### src/rtl/instruction_fetch_unit.sv
// Fetch stage: owns the PC, addresses program memory and registers the fetched
// word into the IR, with stall/replay/hold from stall control and jump flush.
module instruction_fetch_unit #(
  parameter int              AW  = 8,
  parameter int              IW  = 32,
  parameter logic [IW-1:0]   NOP = {IW{1'b0}},
  parameter int              SCW = 16
) (
  input  logic           clk,
  input  logic           reset,
  input  logic           stall,
  input  logic           stall_pm,
  input  logic           jmp_en,
  input  logic [AW-1:0]  jmp_addr,
  output logic [AW-1:0]  pm_addr,
  input  logic [IW-1:0]  pm_data,
  output logic [IW-1:0]  ins,
  output logic [AW-1:0]  ins_pc,
  output logic [5:0]     op,
  output logic           ins_valid,
  output logic [SCW-1:0] stall_cnt
);

  typedef struct packed {
    logic [IW-1:0] ins;
    logic [AW-1:0] pc;
    logic          valid;
  } ir_t;

  logic [AW-1:0] pc, pc_nxt;
  ir_t           ir, ir_nxt;

  // Jump beats stall for the PC; a stall with no jump replays the same fetch.
  always_comb begin
    pc_nxt = pc + 1'b1;
    if (jmp_en)     pc_nxt = jmp_addr;
    else if (stall) pc_nxt = pc;
  end

  // Flush wins over hold so a redirect never leaves a stale word in the IR.
  always_comb begin
    ir_nxt = ir;
    if (jmp_en) begin
      ir_nxt.ins   = NOP;
      ir_nxt.pc    = jmp_addr;
      ir_nxt.valid = 1'b0;
    end else if (!stall_pm) begin
      ir_nxt.ins   = pm_data;
      ir_nxt.pc    = pc;
      ir_nxt.valid = 1'b1;
    end
  end

  always_ff @(posedge clk or negedge reset) begin
    if (!reset) begin
      pc        <= '0;
      ir.ins    <= NOP;
      ir.pc     <= '0;
      ir.valid  <= 1'b0;
      stall_cnt <= '0;
    end else begin
      pc <= pc_nxt;
      ir <= ir_nxt;
      if (stall && stall_cnt != {SCW{1'b1}}) stall_cnt <= stall_cnt + 1'b1;
    end
  end

  assign pm_addr   = pc;
  assign ins       = ir.ins;
  assign ins_pc    = ir.pc;
  assign ins_valid = ir.valid;
  assign op        = ir.ins[IW-1 -: 6];

endmodule

### config.mk
export PLATFORM = sky130hd
export DESIGN_NAME = instruction_fetch_unit
export DESIGN_NICKNAME = d
export VERILOG_FILES = /design/src/rtl/instruction_fetch_unit.sv
export SDC_FILE = /design/constraint.sdc
export NUM_CORES = 1
export LEC_CHECK = 0
export ABC_AREA = 1
export CORE_ASPECT_RATIO = 0.6
export CORE_MARGIN = 2
export CORE_UTILIZATION = 30
export DETAILED_ROUTE_END_ITERATION = 8
export PLACE_DENSITY = 0.59
export SYNTH_ARGS = -nofsm -noshare
export SYNTH_HDL_FRONTEND = slang
export SYNTH_SLANG_ARGS = --single-unit
export TNS_END_PERCENT = 1
### constraint.sdc
create_clock -name clk -period 3.7 [get_ports clk]
set_input_delay 1.11 -clock clk [delete_from_list [all_inputs] [get_ports clk]]
set_output_delay 1.11 -clock clk [all_outputs]
set_load 0.01 [all_outputs]
# After elaboration in Yosys (flattened, before gate mapping)
# Index checks and enable logic that the tools add are counted.
# W data, S select, Z words.
op_classes:
  mul: 0
  div: 0
  shift: 0
  reduce_logical: 1
  n_lt_le_gt_ge: 0
  n_addsub: 2
  eq_ne: 3
  n_mux: 4
  n_bitwise: 0
ops:
  columns: ["operator", "count"]
  rows:
  - ["$mux W41", 2]
  - ["$add A16 B1 Y16 const B", 1]
  - ["$mux W8", 2]
  - ["$ne A16 B16 Y1 const B", 1]
  - ["$add A8 B1 Y8 const B", 1]
  - ["$ne A2 B1 Y1 const B", 2]
  - ["$logic_and A1 B1 Y1", 1]
totals:
  in_bits: 45
  elab_cells: 15
  out_inout_bits: 71
  n_memories: 0
  mem_bits_rw: 0
  latch_bits: 0
  regBits: 65
  mem_bits_ro: 0

# Depth between registers and ports, before layout
# Gate-level depths: netlist of the first run.
logic_depth:
  ltp_word: 3
  depth_mapped: 9
  depth_no_buf: 9

# Least setup slack after synthesis of the first run
# OpenSTA, ideal clock, no wires.
synth_timing:
  path_type: "input port to flip-flop"
  from: "input jmp_en"
  to: "register pc[2] (netlist: pm_addr[2])"
  required_time_ns: 3.579
  path_buffers: 2
  setup_slack_ns: 1.735
  arrival_time_ns: 1.845
  setup_ns: 0.121
  cell_stages: 7
  cell_sequence: "buf_2 -> inv_1 -> buf_2 -> nand2_2 -> o21ai_0 -> a21oi_1 -> a21oi_1"
synth_between:
  elab_chain_len: 1
  word_cells_on_any_way: 2
  classes_between: "eq/ne: 1; mux: 1"
synth_rtl:
  columns: ["item", "line_no", "text"]
  rows:
  - ["start: declaration", "13", "input logic jmp_en,"]
  - ["$ne A2 B1 Y1 (no line) / $mux W8 (equally long branches)", null, null]
  - ["end signal: assignment", "62", "pc <= pc_nxt;"]
  - ["end: declaration", "30", "logic [AW-1:0] pc, pc_nxt;"]
# Several ways; a longest one is shown, not always the timed one.
# A chain may end at the register's enable or synchronous reset.

# Worst setup path in the final report of the first run
layout_timing:
  from: "register stall_cnt[2]"
  to: "output stall_cnt[2]"
layout_lines:
  columns: ["item", "line_no", "text"]
  rows:
  - ["start: declaration", "21", "output logic [SCW-1:0] stall_cnt"]
  - ["start signal: assignment", "64", "if (stall && stall_cnt != {SCW{1'b1}}) stall_cnt <= stall_cnt + 1'b1;"]
# No word-level cell between the ends.

==> impl_metrics.env, run 1 <==
export IMPL_power_density_mw_per_mm2=454
export IMPL_synth_xor_area_share_pct=1.66
export IMPL_postCtsSetupRepairBufs=0
export IMPL_finalWirelength_um=9030
export IMPL_cp_data_required_time_ns=2.59
export IMPL_start_kind="register"
export IMPL_hold_slack_ns=0.473
export IMPL_seq_area_frac_synth_pct=51.4
export IMPL_finalClockSkew_ns=0.00573
export IMPL_chipHeight_um=83.6
export IMPL_globalplace_congestion=0.857
export IMPL_syn_inst=394
export IMPL_slew_limit_headroom_pct=44.4
export IMPL_p_total_mw=2.13
export IMPL_maxSlewViolCount=0
export IMPL_cap_violations=0
export IMPL_n_fill_cell=946
export IMPL_grt_overflow_total=0
export IMPL_critPathCaptureType="primary output"
export IMPL_h_tree_depth=3
export IMPL_setup_tns_ns=0
export IMPL_yosysWarningCount=0
export IMPL_setup_viol=0
export IMPL_synth_nets=441
export IMPL_rsz0062_at_grt="no"
export IMPL_setup_ws_ns=1.22
export IMPL_die_area_mm2=0.0114
export IMPL_synth_edf_count=0
export IMPL_ant_nets=0
export IMPL_post_route_drc_count=0
export IMPL_synthDistinctLibCells=29
export IMPL_clkTransAtPathRegs_ns=0.06
export IMPL_path_delay_family="buffers and inverters"
export IMPL_via_per_inst=4.65
export IMPL_crit_type="reg -> out"
export IMPL_pin_count=116
export IMPL_synth_top_cell_area_share_pct=51.4
export IMPL_globalRouteTotalUtil_pct=16.5
export IMPL_status="finished, final reports clean"
export IMPL_hold_class="reg -> reg"
export IMPL_cts_sinks=65
export IMPL_die_width_um=137
export IMPL_ir_drop_mv=0.236
export IMPL_synth_top_area_cell="dfrtp_1"
export IMPL_synth_adder_area_share_pct=0.791
export IMPL_synthTopCellsByCount="154 x nand2_1, 65 x dfrtp_1, 48 x nand3_1"
export IMPL_cts_buffers_inserted=9
export IMPL_initial_utilization_pct=31.5
export IMPL_ys_flop_type="dfrtp_1"
export IMPL_ys_ff_latch=65
export IMPL_clk_path_buf_depth=2
export IMPL_synthSimpleGateAreaFrac_pct=32.1
export IMPL_yosysMostFrequentCell="nand2_1"
export IMPL_grt_pass1_wl_um=14600
export IMPL_post_place_ws_ns=0.907
export IMPL_syn_cell_area_mm2=0.00317
export IMPL_vias=2998
export IMPL_insertedDiodeCount=0
export IMPL_path_cells="clkdlybuf4s50_1"
export IMPL_stdcell_count=645
export IMPL_clkLatencyLatePin_ns=0.33
export IMPL_layout_nets=552
export IMPL_first_pass_iters=5
export IMPL_holdBufCountCts=0
export IMPL_cts_tree="built"
export IMPL_wl_per_cell_um=14.0
export IMPL_grt_pass1_vias=2754
export IMPL_dp_cells=629
export IMPL_synth_compound_area_share_pct=6.64
export IMPL_power_leakage_nw=2.16
export IMPL_worstMarginPinSlew_ns=0.833
export IMPL_r2r_cells=7
export IMPL_io_buffers=115
export IMPL_grt_antenna_before_repair=0
export IMPL_cp_depth=1
export IMPL_synthArstFlopShare_pct=100
export IMPL_cp_slowest_cell="clkdlybuf4s50_1"
export IMPL_drt_iter0_drc=226
export IMPL_core_mm2=0.0101
export IMPL_drive_gt1_share_pct=7.65
export IMPL_fin_util_pct=46.7
export IMPL_postSynthAreaPerCell_um2=8.03
export IMPL_row_count=28
export IMPL_grt_max_degree=66
export IMPL_period_needed_ns=2.48
export IMPL_slowest_delay_ns=0.58
export IMPL_dp_hpwl_um=6520
export IMPL_synthMuxAreaShare_pct=0.316
export IMPL_hold_path_depth=2
export IMPL_timing_fmax_ghz=0.403
export IMPL_final_cell_area_mm2=0.00469
export IMPL_cts_resized=0
export IMPL_root_buffer="clkbuf_16"
export IMPL_critical_path_buf_inv_count=1
export IMPL_cp_arrival_ns=1.37
export IMPL_place_area_mm2=0.00440
export IMPL_yosys_top_cells_area="dfrtp_1 51%, nand2_1 18%, nand3_1 7.6%"
export IMPL_synthToLayoutAreaGrowth_pct=48.2
export IMPL_synth_top_family_by_area="simple AND/OR/NAND/NOR gates"
export IMPL_crit_fanout=6
export IMPL_min_period_over_period_pct=67.0
export IMPL_hold_violations=0
-- cells in the final DEF (no fill, tap or decap) --
master,n
nand2_1,154
dfrtp_1,65
clkbuf_1,2
inv_1,24
mux2i_1,1
bufinv_16,1
xor2_1,2
clkdlybuf4s50_1,114
a21oi_1,4
o21ai_1,2
o21ai_4,1
nor2_4,3
buf_2,1
clkinvlp_4,1
o21ai_0,21
o21ai_2,4
nand3_1,48
a21boi_0,1
o211ai_1,1
o311ai_0,1
ha_1,2
nand2_4,1
nor2_2,4
xnor2_1,4
nand3_2,1
clkinv_2,2
buf_4,6
nand4_1,5
clkbuf_16,9
nand2_2,3
clkinv_1,1
nor2_1,19
inv_2,1
clkinv_4,1
-- per-layer routing --
| layer | part of all wire, % | track usage [%] | vias up | wire length [µm] |
|---|---|---|---|---|
| li1 | - | - | 1479 | - |
| met1 | 50 | 24.1 | 1384 | 4490 |
| met2 | 40 | 22.5 | 124 | 3590 |
| met3 | 9.4 | 5.83 | 11 | 846 |
| met4 | 1.2 | 4.92 | 0 | 108 |
| met5 | 0 | 0 | - | 0 |
-- layout make-up --
class / count / area [µm²] / share of cell area [%]
well taps: 135 / 169 / 3.60
clock buffers: 11 / 233 / 4.96
clock inverters: 5 / 56.3 / 1.20
flip-flops and latches: 65 / 1630 / 34.7
multi-input cells: 282 / 1320 / 28.1
inverters: 26 / 97.6 / 2.08
repair buffers: 121 / 1190 / 25.4
-- sequential cells by signal, indices dropped and copies added (netlist names) --
signal and flops:
ins 32, ins_valid 1, pm_addr 8, stall_cnt 16, ins_pc 8
-- where the power goes --
group          switching (mW)  internal [mW]
Clock                   0.305          0.520
Sequential             0.0812          0.784
Combinational           0.204          0.235
Total                   0.590           1.54
-- final timing paths --
check	start	end	slack [ns]
setup / recovery	stall_cnt[2]	stall_cnt[2]	1.22
hold / removal	ins[20]	ins[20]	0.47
setup reg to reg	stall_cnt[0]	stall_cnt[3]	2.04
hold reg to reg	ins[20]	ins[20]	0.47
max in group asynchronous	reset	pm_addr[6]	2.19
min in group asynchronous	reset	stall_cnt[3]	0.94
-- cells by family after synthesis --
| family | count (synthesis) |
|---|---|
| AND/OR/NAND/NOR | 238 |
| flip-flops | 65 |
| buffers and inverters | 47 |
| AO/OA/AOI/OAI | 35 |
| XOR/XNOR | 6 |
| adder cells (fa/ha/maj) | 2 |
| multiplexers | 1 |
No activity file was read; power rests on OpenSTA's default activity.
==> inputs of run 2 (changes only) <==
Clock period 3.7 ns to 2.5 ns, I/O delays scaled along.
==> run 2 against run 1 <==
Critical path depth did not move. Register-to-register slack got worse by 1.2 ns. Global-route usage rose by 0.61 points. Worst setup slack got worse by 0.86 ns. Wire length rose by 1.0%. Combinational power rose by 50%. Worst hold slack got worse by 0.031 ns. Count of clock-buffer cells in the layout fell by 1. Core utilization rose by 0.63 points. Via count fell by 0.97%. Sequential share of layout area fell by 0.47 points. Critical path type unchanged. Critical endpoint unchanged. Largest cell class unchanged. Largest power group is now the clock network.
==> impl_metrics.env, run 2 (synthesized netlist as in run 1, its figures left out) <==
export IMPL_setup_viol=0
export IMPL_globalRouteTotalUtil_pct=17.1
export IMPL_cp_arrival_ns=1.39
export IMPL_cp_data_required_time_ns=1.75
export IMPL_layout_common_cells="154 x nand2_1, 114 x clkdlybuf4s50_1, 65 x dfrtp_1, 48 x nand3_1, 24 x inv_1"
export IMPL_regMostFlops="ins"
export IMPL_critical_path_buf_inv_count=1
export IMPL_cts_resized=0
export IMPL_grt_max_degree=39
export IMPL_clkLatencyLatePin_ns=0.33
export IMPL_r2r_slack_ns=0.87
export IMPL_die_area_mm2=0.0114
export IMPL_switching_share_pct=26.7
export IMPL_ir_drop_mv=0.374
export IMPL_ff_latch_area_mm2=0.00163
export IMPL_largest_reg_flops=32
export IMPL_ant_nets=0
export IMPL_hold_slack_ns=0.441
export IMPL_row_count=28
export IMPL_holdBufCountCts=0
export IMPL_path_delay_family="buffers and inverters"
export IMPL_via_per_inst=4.58
export IMPL_layout_cells_most_common="nand2_1"
export IMPL_critPathCaptureType="primary output"
export IMPL_initial_utilization_pct=31.5
export IMPL_multi_input_area_mm2=0.00132
export IMPL_globalplace_congestion=0.855
export IMPL_cts_tree="built"
export IMPL_power_leakage_nw=2.19
export IMPL_setup_tns_ns=0
export IMPL_period_needed_ns=2.14
export IMPL_grt_pass1_wl_um=15100
export IMPL_dp_hpwl_um=6910
export IMPL_layout_nets=556
export IMPL_maxSlewViolCount=0
export IMPL_rsz0062_at_grt="no"
export IMPL_n_fill_cell=952
export IMPL_cp_slowest_cell="clkdlybuf4s50_1"
export IMPL_clockPowerShare_pct=40.4
export IMPL_synthToLayoutAreaGrowth_pct=50.2
export IMPL_start_kind="register"
export IMPL_cp_startpoint="stall_cnt[2]"
export IMPL_io_buffers=115
export IMPL_finalClockSkew_ns=0.00477
export IMPL_chipHeight_um=83.6
export IMPL_drt_iter0_drc=166
export IMPL_insertedDiodeCount=0
export IMPL_cts_buffers_inserted=9
export IMPL_power_density_mw_per_mm2=683
export IMPL_slew_limit_headroom_pct=57.2
export IMPL_grt_overflow_total=0
export IMPL_p_int_mw=2.38
export IMPL_cts_sinks=65
export IMPL_reg2reg_from="stall_cnt[0]"
export IMPL_root_buffer="clkbuf_16"
export IMPL_reg_top3="ins: 32 flops, stall_cnt: 16 flops"
export IMPL_setup_ws_ns=0.359
export IMPL_post_route_drc_count=0
export IMPL_first_pass_iters=5
export IMPL_grt_antenna_before_repair=0
export IMPL_hold_violations=0
export IMPL_clk_path_buf_depth=2
export IMPL_combPwrFrac_pct=20.2
export IMPL_postCtsSetupRepairBufs=0
export IMPL_worstMarginPinSlew_ns=0.643
export IMPL_crit_type="reg -> out"
export IMPL_wl_per_cell_um=14.1
export IMPL_vias=2969
export IMPL_slowest_delay_ns=0.59
export IMPL_h_tree_depth=3
export IMPL_die_width_um=137
export IMPL_place_area_mm2=0.00444
export IMPL_status="finished, final reports clean"
export IMPL_cap_violations=0
export IMPL_core_mm2=0.0101
export IMPL_final_cell_area_mm2=0.00475
export IMPL_timing_fmax_ghz=0.467
export IMPL_p_total_mw=3.25
export IMPL_min_period_over_period_pct=85.6
export IMPL_hold_class="in -> async"
export IMPL_path_cells="clkdlybuf4s50_1"
export IMPL_pin_count=116
export IMPL_power_share_sequential_pct=39.4
export IMPL_grt_pass1_vias=2887
export IMPL_clkTransAtPathRegs_ns=0.05
export IMPL_finalWirelength_um=9130
export IMPL_crit_fanout=6
export IMPL_drive_gt1_share_pct=8.38
export IMPL_post_place_ws_ns=0.341
export IMPL_p_sw_mw=0.869
## run 2: final cells by class
| class | instances | share of cell area, % |
|---|---|---|
| timing repair buffer | 125 | 25.9 |
| sequential | 65 | 34.2 |
| clock buffer | 10 | 4.82 |
| clock inverter | 5 | 1.71 |
| multi-input combinational | 282 | 27.7 |
| inverter | 26 | 2.05 |
| tap | 135 | 3.55 |
## run 2: per-stage QoR
step | cells | util (%)
3_3_place_gp | 633 | 44.2
5_1_grt | 648 | 47.3
6_report | 648 | 47.3
3_5_place_dp | 633 | 44.2
2_1_floorplan | 394 | -
4_1_cts | 648 | 47.3
## run 2: routing by layer
| metal | GRT usage [%] | part of all wire (%) | wire [µm] |
|---|---|---|---|
| met1 | 25.4 | 50 | 4560 |
| met2 | 22.4 | 39 | 3600 |
| met3 | 6.92 | 9.2 | 844 |
| met4 | 4.64 | 1.3 | 115 |
| met5 | 0 | 0 | 0 |
## run 2: worst paths after layout
kind	end	cells after the start
min in group clk	ins[9]	2
worst max register to register	stall_cnt[3]	7
worst max-delay path	stall_cnt[2]	1
worst min register to register	ins[9]	2
worst min-delay path	ins[8]	1
max in group asynchronous	stall_cnt[5]	2
## run 2: power by group through the flow
stage	registers, mW	clock network (mW)	logic [mW]
4_1_cts	1.28	1.35	0.668
2_1_floorplan	1.32	0	0.239
6_report	1.28	1.31	0.657
3_5_place_dp	1.30	0	0.665
3_3_place_gp	1.29	0	0.654
5_1_grt	1.30	1.39	0.726
